[src/rtl/pll_seq_pkg.sv]
`default_nettype none
// +------------------------------------------------------------------+
// | pll_seq_pkg: state encoding and widths for the PLL reset sequencer |
// | Rev 1.0                                                          |
// +------------------------------------------------------------------+
package pll_seq_pkg;

  localparam int STATE_W = 3;

  localparam logic [STATE_W-1:0] RESET_PLL = 3'd0;
  localparam logic [STATE_W-1:0] WAIT_LOCK = 3'd1;
  localparam logic [STATE_W-1:0] STABILIZE = 3'd2;
  localparam logic [STATE_W-1:0] RUN       = 3'd3;
  localparam logic [STATE_W-1:0] FAIL      = 3'd4;

  localparam int LOST_CNT_W = 8;

  typedef enum logic [STATE_W-1:0] {
    S_RESET_PLL = RESET_PLL,
    S_WAIT_LOCK = WAIT_LOCK,
    S_STABILIZE = STABILIZE,
    S_RUN       = RUN,
    S_FAIL      = FAIL
  } state_t;

  function automatic int max3(input int a, input int b, input int c);
    int m;
    m = (a > b) ? a : b;
    return (m > c) ? m : c;
  endfunction

endpackage
`default_nettype wire

[src/rtl/pll_reset_seq_if.sv]
`default_nettype none
// +------------------------------------------------------------------+
// | pll_reset_seq_if: lock/restart inputs and reset/status outputs    |
// | Rev 1.0                                                          |
// +------------------------------------------------------------------+
interface pll_reset_seq_if;
  import pll_seq_pkg::*;

  logic                  locked_i;
  logic                  restart_i;
  logic                  pll_rst_o;
  logic                  sys_rst_o;
  logic                  running_o;
  logic                  fail_o;
  logic [LOST_CNT_W-1:0] lost_count_o;

  // master is the sequencer itself, slave is the PLL/system side
  modport master (
    input  locked_i, restart_i,
    output pll_rst_o, sys_rst_o, running_o, fail_o, lost_count_o
  );

  modport slave (
    output locked_i, restart_i,
    input  pll_rst_o, sys_rst_o, running_o, fail_o, lost_count_o
  );

endinterface
`default_nettype wire

[src/rtl/cdc_sync2.sv]
`default_nettype none
// +------------------------------------------------------------------+
// | cdc_sync2: generic 2-flop synchronizer, async active-high reset   |
// | Rev 1.0                                                          |
// +------------------------------------------------------------------+
module cdc_sync2 #(
  parameter int WIDTH = 1
) (
  input  logic             clk,
  input  logic             rst,
  input  logic [WIDTH-1:0] i_d,
  output logic [WIDTH-1:0] o_q
);

  logic [WIDTH-1:0] r_meta;
  logic [WIDTH-1:0] r_sync;

  always_ff @(posedge clk or posedge rst) begin
    if (rst) begin
      r_meta <= '0;
      r_sync <= '0;
    end else begin
      r_meta <= i_d;
      r_sync <= r_meta;
    end
  end

  assign o_q = r_sync;

endmodule
`default_nettype wire

[src/rtl/pll_reset_seq.sv]
`default_nettype none
// +------------------------------------------------------------------+
// | pll_reset_seq: PLL reset pulse, lock wait/retry, lock qualification|
// | and system reset release with lock-loss counting.  Rev 1.0        |
// +------------------------------------------------------------------+
module pll_reset_seq
  import pll_seq_pkg::*;
#(
  parameter int RST_CYCLES   = 16,
  parameter int LOCK_TIMEOUT = 65536,
  parameter int LOCK_STABLE  = 1024,
  parameter int MAX_RETRIES  = 4
) (
  input  logic            clk,
  input  logic            rst,
  pll_reset_seq_if.master bus
);

  localparam int c_cnt_max = max3(RST_CYCLES, LOCK_TIMEOUT, LOCK_STABLE);
  localparam int c_cnt_w   = (c_cnt_max > 1) ? $clog2(c_cnt_max) : 1;
  localparam int c_retry_w = (MAX_RETRIES > 1) ? $clog2(MAX_RETRIES) : 1;

  localparam logic [c_cnt_w-1:0]   c_rst_last     = c_cnt_w'(RST_CYCLES - 1);
  localparam logic [c_cnt_w-1:0]   c_timeout_last = c_cnt_w'(LOCK_TIMEOUT - 1);
  localparam logic [c_cnt_w-1:0]   c_stable_last  = c_cnt_w'(LOCK_STABLE - 1);
  localparam logic [c_retry_w-1:0] c_retry_last   = c_retry_w'(MAX_RETRIES - 1);

  state_t                r_state;
  state_t                w_next_state;
  logic [c_cnt_w-1:0]    r_cnt;
  logic [c_retry_w-1:0]  r_retry;
  logic [LOST_CNT_W-1:0] r_lost;
  logic                  r_pll_rst;
  logic                  r_sys_rst;
  logic                  r_running;
  logic                  r_fail;
  logic                  w_locked_s;
  logic                  w_retry_inc;
  logic                  w_retry_clr;
  logic                  w_lost_inc;
  logic                  w_cnt_clr;

  cdc_sync2 #(.WIDTH(1)) u_lock_sync (
    .clk (clk),
    .rst (rst),
    .i_d (bus.locked_i),
    .o_q (w_locked_s)
  );

  always_comb begin
    w_next_state = r_state;
    w_retry_inc  = 1'b0;
    w_retry_clr  = 1'b0;
    w_lost_inc   = 1'b0;
    if (bus.restart_i) begin
      w_next_state = S_RESET_PLL;
      w_retry_clr  = 1'b1;
    end else begin
      case (r_state)
        S_RESET_PLL: begin
          if (r_cnt == c_rst_last) w_next_state = S_WAIT_LOCK;
        end
        S_WAIT_LOCK: begin
          if (w_locked_s) begin
            w_next_state = S_STABILIZE;
          end else if (r_cnt == c_timeout_last) begin
            if (r_retry == c_retry_last) begin
              w_next_state = S_FAIL;
            end else begin
              w_next_state = S_RESET_PLL;
              w_retry_inc  = 1'b1;
            end
          end
        end
        S_STABILIZE: begin
          // a dropout restarts the lock wait but is not a new attempt
          if (!w_locked_s) begin
            w_next_state = S_WAIT_LOCK;
          end else if (r_cnt == c_stable_last) begin
            w_next_state = S_RUN;
            w_retry_clr  = 1'b1;
          end
        end
        S_RUN: begin
          if (!w_locked_s) begin
            w_next_state = S_RESET_PLL;
            w_lost_inc   = 1'b1;
          end
        end
        S_FAIL:  w_next_state = S_FAIL;
        default: w_next_state = S_RESET_PLL;
      endcase
    end
  end

  assign w_cnt_clr = bus.restart_i || (w_next_state != r_state);

  always_ff @(posedge clk or posedge rst) begin
    if (rst) begin
      r_state   <= S_RESET_PLL;
      r_cnt     <= '0;
      r_retry   <= '0;
      r_lost    <= '0;
      r_pll_rst <= 1'b1;
      r_sys_rst <= 1'b1;
      r_running <= 1'b0;
      r_fail    <= 1'b0;
    end else begin
      r_state <= w_next_state;

      if (w_cnt_clr) begin
        r_cnt <= '0;
      end else if (r_state inside {S_RESET_PLL, S_WAIT_LOCK, S_STABILIZE}) begin
        r_cnt <= r_cnt + c_cnt_w'(1);
      end

      if (w_retry_clr) begin
        r_retry <= '0;
      end else if (w_retry_inc) begin
        r_retry <= r_retry + c_retry_w'(1);
      end

      if (w_lost_inc && (r_lost != '1)) begin
        r_lost <= r_lost + LOST_CNT_W'(1);
      end

      // outputs follow the next state so they move on the same edge as it
      r_pll_rst <= (w_next_state == S_RESET_PLL) || (w_next_state == S_FAIL);
      r_sys_rst <= (w_next_state != S_RUN);
      r_running <= (w_next_state == S_RUN);
      r_fail    <= (w_next_state == S_FAIL);
    end
  end

  assign bus.pll_rst_o    = r_pll_rst;
  assign bus.sys_rst_o    = r_sys_rst;
  assign bus.running_o    = r_running;
  assign bus.fail_o       = r_fail;
  assign bus.lost_count_o = r_lost;

endmodule
`default_nettype wire

[src/flat_wrapper.sv]
// flat-port wrapper written by rule: the top's interface ports become plain ports
module pll_reset_seq_flat import pll_seq_pkg::*;
#(
  parameter int RST_CYCLES   = 16,
  parameter int LOCK_TIMEOUT = 65536,
  parameter int LOCK_STABLE  = 1024,
  parameter int MAX_RETRIES  = 4
)
  (clk, rst, bus_locked_i, bus_restart_i, bus_pll_rst_o, bus_sys_rst_o, bus_running_o, bus_fail_o, bus_lost_count_o);
  pll_reset_seq_if bus_i ();
  input  logic clk;
  input  logic rst;
  input wire logic [$bits(bus_i.locked_i)-1:0] bus_locked_i;
  input wire logic [$bits(bus_i.restart_i)-1:0] bus_restart_i;
  output wire logic [$bits(bus_i.pll_rst_o)-1:0] bus_pll_rst_o;
  output wire logic [$bits(bus_i.sys_rst_o)-1:0] bus_sys_rst_o;
  output wire logic [$bits(bus_i.running_o)-1:0] bus_running_o;
  output wire logic [$bits(bus_i.fail_o)-1:0] bus_fail_o;
  output wire logic [$bits(bus_i.lost_count_o)-1:0] bus_lost_count_o;
  assign bus_i.locked_i = bus_locked_i;
  assign bus_i.restart_i = bus_restart_i;
  assign bus_pll_rst_o = bus_i.pll_rst_o;
  assign bus_sys_rst_o = bus_i.sys_rst_o;
  assign bus_running_o = bus_i.running_o;
  assign bus_fail_o = bus_i.fail_o;
  assign bus_lost_count_o = bus_i.lost_count_o;
  pll_reset_seq #(.RST_CYCLES(RST_CYCLES), .LOCK_TIMEOUT(LOCK_TIMEOUT), .LOCK_STABLE(LOCK_STABLE), .MAX_RETRIES(MAX_RETRIES)) u_core (.clk(clk), .rst(rst), .bus(bus_i));
endmodule
[config.mk]
export PLATFORM = sky130hd
export DESIGN_NAME = pll_reset_seq_flat
export DESIGN_NICKNAME = d
export VERILOG_FILES = /design/src/rtl/pll_seq_pkg.sv /design/src/rtl/pll_reset_seq_if.sv /design/src/rtl/cdc_sync2.sv /design/src/rtl/pll_reset_seq.sv /design/src/flat_wrapper.sv
export SDC_FILE = /design/constraint.sdc
export NUM_CORES = 1
export LEC_CHECK = 0
export CAP_MARGIN = 20
export CORE_MARGIN = 5
export CORE_UTILIZATION = 53
export DETAILED_ROUTE_END_ITERATION = 12
export PLACE_DENSITY = 0.84
export RECOVER_POWER = 50
export SLEW_MARGIN = 20
export SYNTH_ARGS = -nofsm -noshare
export SYNTH_HDL_FRONTEND = slang
export SYNTH_SLANG_ARGS = --single-unit
[constraint.sdc]
create_clock -name clk -period 2.6 [get_ports clk]
set_input_delay 0.26 -clock clk [delete_from_list [all_inputs] [get_ports clk]]
set_output_delay 0.26 -clock clk [all_outputs]
set_load 0.05 [all_outputs]
# --- Word-level counts from Yosys, hierarchy flattened ---
# Cells that the tools add are included.
word_totals:
  ff_bits: 35
  latch_bits: 0
  mem_bits_rw: 0
  romBits: 0
  input_bits: 4
  output_inout_bits: 12
  wordCells: 59
  mem_count: 0
op_classes:
  addsub: 3
  multipliers: 0
  n_div: 0
  magnitude_cmp: 0
  eq_ne: 13
  shifts: 0
  mux: 25
  bitwise_logic: 0
  reduce_logical: 8
op_table:
  columns: ["operator", "n"]
  rows:
  - ["16-bit two-way mux", 2]
  - ["3-bit two-way mux", 8]
  - ["16-bit by 1-bit adder with 16-bit output (second input constant)", 1]
  - ["16-bit by 10-bit == test with 1-bit output (second input constant)", 1]
  - ["16-bit == test (second input constant)", 1]
  - ["16-bit by 4-bit == test with 1-bit output (second input constant)", 1]
  - ["3-bit case mux with 5 select lines", 1]
  - ["1-bit two-way mux", 12]
  - ["3-bit by 2-bit == test with 1-bit output (second input constant)", 3]
  - ["8-bit by 1-bit adder with 8-bit output (second input constant)", 1]
  - ["8-bit != test (second input constant)", 1]
  - ["3-bit == test (second input constant)", 2]
  - ["3-bit zero test", 2]
  - ["2-bit two-way mux", 2]
  - ["2-bit nonzero test", 2]
  - ["3-bit by 1-bit == test with 1-bit output (second input constant)", 1]
  - ["3-bit by 2-bit != test with 1-bit output (second input constant)", 1]
  - ["3-bit != test", 1]
  - ["3-bit nonzero test", 1]
  - ["2-bit by 1-bit adder with 2-bit output (second input constant)", 1]
  - ["2-bit == test (second input constant)", 1]
  - ["1-bit logical OR", 2]
  - ["1-bit logical AND", 1]

# --- Logic depth before layout (Yosys ltp) ---
depth:
  depth_word: 9
  ltp_mapped: 7
  mapped_depth_nobuf: 6

# --- Hierarchy ---
# A second synthesis with hierarchy kept.
hier_totals:
  hier_cells: 168
  area_unflattened_um2: 1734.2
modules_own_cells:
  columns: ["mod", "n_inst", "cells_per_inst", "area_per_inst_um2", "seq_area_each_um2"]
  rows:
  - ["pll_reset_seq", 1, 165, 1680.4, 828.3]
  - ["cdc_sync2", 1, 3, 53.8, 50.0]

# --- Worst setup path after synthesis ---
# Ideal clock, no wire load.
synth_path:
  kind: "reg-to-reg"
  startpoint: "reg u_core.r_lost[0], in the netlist u_core.bus.lost_count_o[0]"
  endpoint: "reg u_core.r_lost[1], in the netlist u_core.bus.lost_count_o[1]"
  setup_time_ns: 0.125
  arrival_time_ns: 1.875
  required_ns: 2.475
  slack_ns: 0.600
  stages_incl_launch_ff: 5
  synth_period_minus_slack_ns: 2.000
  path_cell_list: "dfrtp_1 ha_1 and3_1 a31oi_1 mux2_2"
synth_via:
  elab_chain_len: 2
synth_lines:
  columns: ["element", "line_no", "text"]
  rows:
  - ["from (decl)", "pll_reset_seq.sv:32", "logic [LOST_CNT_W-1:0] r_lost;"]
  - ["from (signal assigned)", "pll_reset_seq.sv:124", "r_lost <= r_lost + LOST_CNT_W'(1);"]
  - ["branches (longest 2 deep; another with 8-bit by 1-bit adder with 8-bit output)", null, null]
# Parallel ways; which one is timed is not known.
# A chain may end at the register's enable or synchronous reset.

# --- Worst setup path after layout ---
layout_path:
  startpoint: "reg u_core.r_cnt[4]"
  endpoint: "reg u_core.r_cnt[13]"
layout_via:
  elab_chain_len: 8
layout_lines:
  columns: ["element", "line_no", "text"]
  rows:
  - ["from (decl)", "pll_reset_seq.sv:30", "logic [c_cnt_w-1:0] r_cnt;"]
  - ["from (signal assigned)", "pll_reset_seq.sv:114", "r_cnt <= r_cnt + c_cnt_w'(1);"]
  - ["16-bit by 10-bit == test with 1-bit output or 16-bit == test (tied branches)", "pll_reset_seq.sv:79, pll_reset_seq.sv:66", null]
  - ["3-bit two-way mux, on equally long branches", "pll_reset_seq.sv:79, pll_reset_seq.sv:66", null]
  - ["3-bit two-way mux, on equally long branches", "pll_reset_seq.sv:77, pll_reset_seq.sv:64", null]
  - ["3-bit case mux with 5 select lines", "pll_reset_seq.sv:59", "case (r_state)"]
  - ["3-bit two-way mux", "pll_reset_seq.sv:55", "if (bus.restart_i) begin"]
  - ["3-bit != test", "pll_reset_seq.sv:96", "assign w_cnt_clr = bus.restart_i || (w_next_state != r_state);"]
  - ["1-bit logical OR", "pll_reset_seq.sv:96", null]
  - ["16-bit two-way mux or 2-bit nonzero test (tied branches)", null, null]
# Parallel ways exist; a longest one is shown, timed or not. The select of a mux whose other input is x is not followed.

==> flow_summary.json <==
{
  "rsz0062_at_grt": "false",
  "dr.pass1.iters": 4,
  "fin_crit_ns": 2.27,
  "relSlewSlack_pct": 44.4,
  "yosys_most_used_dff": "dfrtp_1",
  "dpl.hpwl_um": 2790,
  "p_leak_nw": 0.912,
  "switching_share_pct": 19.8,
  "cts.sinks": 35,
  "grt_antenna_before_repair": 0,
  "hold_viol": 0,
  "setup_violations": 0,
  "drc": 0,
  "gr-usage-all-layers_pct": 18.8,
  "use_met1_pct": 24.6,
  "cp-end-kind": "flop",
  "clock_skew_ns": 0.0145,
  "ant_nets": 0,
  "busiest_layer": "met2",
  "synth_cell_types": 40,
  "post-route-period-util_pct": 87.3,
  "required_ns": 2.86,
  "ys_seq_area_share_pct": 48.8,
  "synth-async-reset-ratio_pct": 100,
  "synth_top_area_share_pct": 45.8,
  "grt_use_met3_pct": 3.61,
  "ir_drop_mv": 0.438,
  "wl_per_cell_um": 15.8,
  "vias_per_cell": 5.94,
  "max_stage_delay_ns": 0.60,
  "worstMarginPinSlew_ns": 0.833,
  "min_path_type": "flop to flop",
  "grt_pass1_vias": 1395,
  "worstPathArrival_ns": 2.53,
  "gr-total-overflow": 0,
  "root_buffer": "clkbuf_4",
  "critPathTopFamily": "simple AND/OR/NAND/NOR gates",
  "core_mm2": 0.00331,
  "h-tree-depth": 2,
  "synth_edf_count": 0,
  "dr.first_iter.drc_count": 290,
  "critPathBufInv": 0,
  "met2_usage_pct": 30.1,
  "diodes": 0,
  "grt_pass1_wl_um": 6520,
  "synthesis.nets": 178,
  "ys_top_cells_by_area": "dfrtp_1 (46%), xnor2_1 (5.3%), xor2_1 (5.3%)",
  "place.gp.congestion": 0.982,
  "p_clk_share_pct": 44.5,
  "fin_util_pct": 63.3,
  "clk_pin_slew_ns": 0.11,
  "yosys-top-cells-count": "dfrtp_1 (33), nor2_1 (17), and3_1 (11), xnor2_1 (11), xor2_1 (11)",
  "power.density_mw_per_mm2": 513,
  "slowest_stage": "or4_4",
  "worstSkewPairLatency_ns": 0.34,
  "drv_cap": 0,
  "synth.avg_cell_area_um2": 10.5,
  "start_util_pct": 54.4,
  "slew_violations": 0,
  "ioPinCount": 16,
  "cts_buffer_depth": 2,
  "synth_most_common_cell": "dfrtp_1",
  "drive_gt1_share_pct": 16.1,
  "post-cts-setup-buffers": 0,
  "postSynthRegisterBits": 35,
  "fp.dieW_um": 68.3,
  "p_switching_uw": 213,
  "synthCells": 171,
  "outcome": "completed",
  "io_buffers": 15,
  "path_class": "flop to flop",
  "fillerInstances": 269,
  "whs_ns": 0.370,
  "vias": 1414,
  "ff2ff_setup_slack_ns": 0.33,
  "die-area_mm2": 0.00467,
  "p_int_uw": 863,
  "synth_area_mm2": 0.00180,
  "p_seq_share_pct": 51.6,
  "grt_max_degree": 24,
  "fin_cells": 238,
  "nets": 198,
  "cts_tree": "done",
  "setup_tns_ns": 0,
  "area_delta_synth_final_pct": 16.4,
  "path_max_fanout": 11,
  "yosys.area.top_type": "dfrtp_1",
  "comb_power_share_pct": 3.9,
  "max_freq_ghz": 0.441,
  "yosys_warnings": 0,
  "cts_resized": 0,
  "crit_path_start_kind": "flop",
  "row_count": 21,
  "die_h_um": 68.3,
  "routed_wl_um": 3770,
  "cts_made_buffers": 5,
  "path_cells": "nand4_2, or4_4, a22oi_2, nand4b_2, a21oi_2",
  "dp.cells": 230,
  "cts_hold_buf": 0
}
==> registers in the layout, indices dropped and copies added, names as in the netlist <==
name	flops
u_core.r_cnt	16
u_core.u_lock_sync.r_meta	1
u_core.bus.lost_count_o	8
u_core.bus.running_o	1
u_core.bus.sys_rst_o	1
u_core.u_lock_sync.o_q	1
u_core.r_state	3
u_core.r_retry	2
u_core.bus.fail_o	1
u_core.bus.pll_rst_o	1
==> worst paths after layout <==
| path | endpoint | from | cells past startpoint |
|---|---|---|---|
| setup / recovery | u_core.r_cnt[13]$_DFFE_PP0P_ | u_core.r_cnt[4]$_DFFE_PP0P_ | 5 |
| hold / removal | u_core.u_lock_sync.o_q$_DFF_PP0_ | u_core.u_lock_sync.r_meta$_DFF_PP0_ | 0 |
| setup reg to reg | u_core.r_cnt[13]$_DFFE_PP0P_ | u_core.r_cnt[4]$_DFFE_PP0P_ | 5 |
| hold reg to reg | u_core.u_lock_sync.o_q$_DFF_PP0_ | u_core.u_lock_sync.r_meta$_DFF_PP0_ | 0 |
| max in group asynchronous | u_core.r_cnt[13]$_DFFE_PP0P_ | rst | 3 |
| min in group asynchronous | u_core.r_state[2]$_DFF_PP0_ | rst | 2 |
==> stage by stage <==
step	power [mW]	setup slack [ns]	area, um2
6_report	1.08	0.331	2100
5_1_grt	1.12	0.207	2100
4_1_cts	1.09	0.360	2110
3_5_place_dp	0.610	0.374	2000
3_3_place_gp	0.607	0.433	2000
2_1_floorplan	0.595	0.600	1800
==> kinds of logic (layout without fill, tap and decap cells) <==
group,Yosys count,after routing,share of synthesized area [%]
AND/OR/NAND/NOR,75,75,23.8
XOR/XNOR,22,22,10.7
adder cells (fa/ha/maj),3,3,2.08
flip-flops,35,35,48.7
AO/OA/AOI/OAI,23,23,9.93
buffers and inverters,10,31,3.06
multiplexers,3,3,1.74
==> placed cells by master (no fill, tap or decap), types with 2 or more instances in the layout <==
master,instances
a21oi_1,4
a21oi_2,10
and2_1,2
and3_1,11
buf_4,2
bufinv_16,2
clkbuf_1,3
clkbuf_4,5
clkdlybuf4s50_1,13
dfrtp_1,33
dfstp_2,2
dlygate4sd3_1,2
ha_1,3
inv_1,3
mux2i_1,2
nand2_1,9
nand3_1,8
nand4_1,10
nor2_1,17
nor3_1,2
nor4_1,3
o21ai_0,3
or4_1,2
xnor2_1,11
xor2_1,11
==> metal layers <==
| layer | vias up | routed length, um |
|---|---|---|
| met5 | - | 0 |
| met4 | 0 | 71 |
| met3 | 11 | 267 |
| met2 | 77 | 1860 |
| met1 | 673 | 1570 |
| li1 | 653 | - |
==> power groups by stage <==
| stage | logic [mW] | clock network [mW] | registers, mW |
|---|---|---|---|
| floorplan | 0.0312 | 0 | 0.564 |
| global placement | 0.0420 | 0 | 0.565 |
| detailed placement | 0.0441 | 0 | 0.566 |
| CTS | 0.0442 | 0.491 | 0.555 |
| global route | 0.0490 | 0.511 | 0.556 |
| finish | 0.0415 | 0.479 | 0.556 |
==> final cells by class <==
type	count	area (um2)	share of cell area [%]
Sequential cell	35	878	41.9
Multi-Input combinational cell	126	868	41.4
Clock inverter	3	67.6	3.22
Timing Repair Buffer	20	176	8.41
Clock buffer	5	37.5	1.79
Tap cell	46	57.6	2.74
Inverter	3	11.3	0.537
Power figures use the tool's default switching activity.
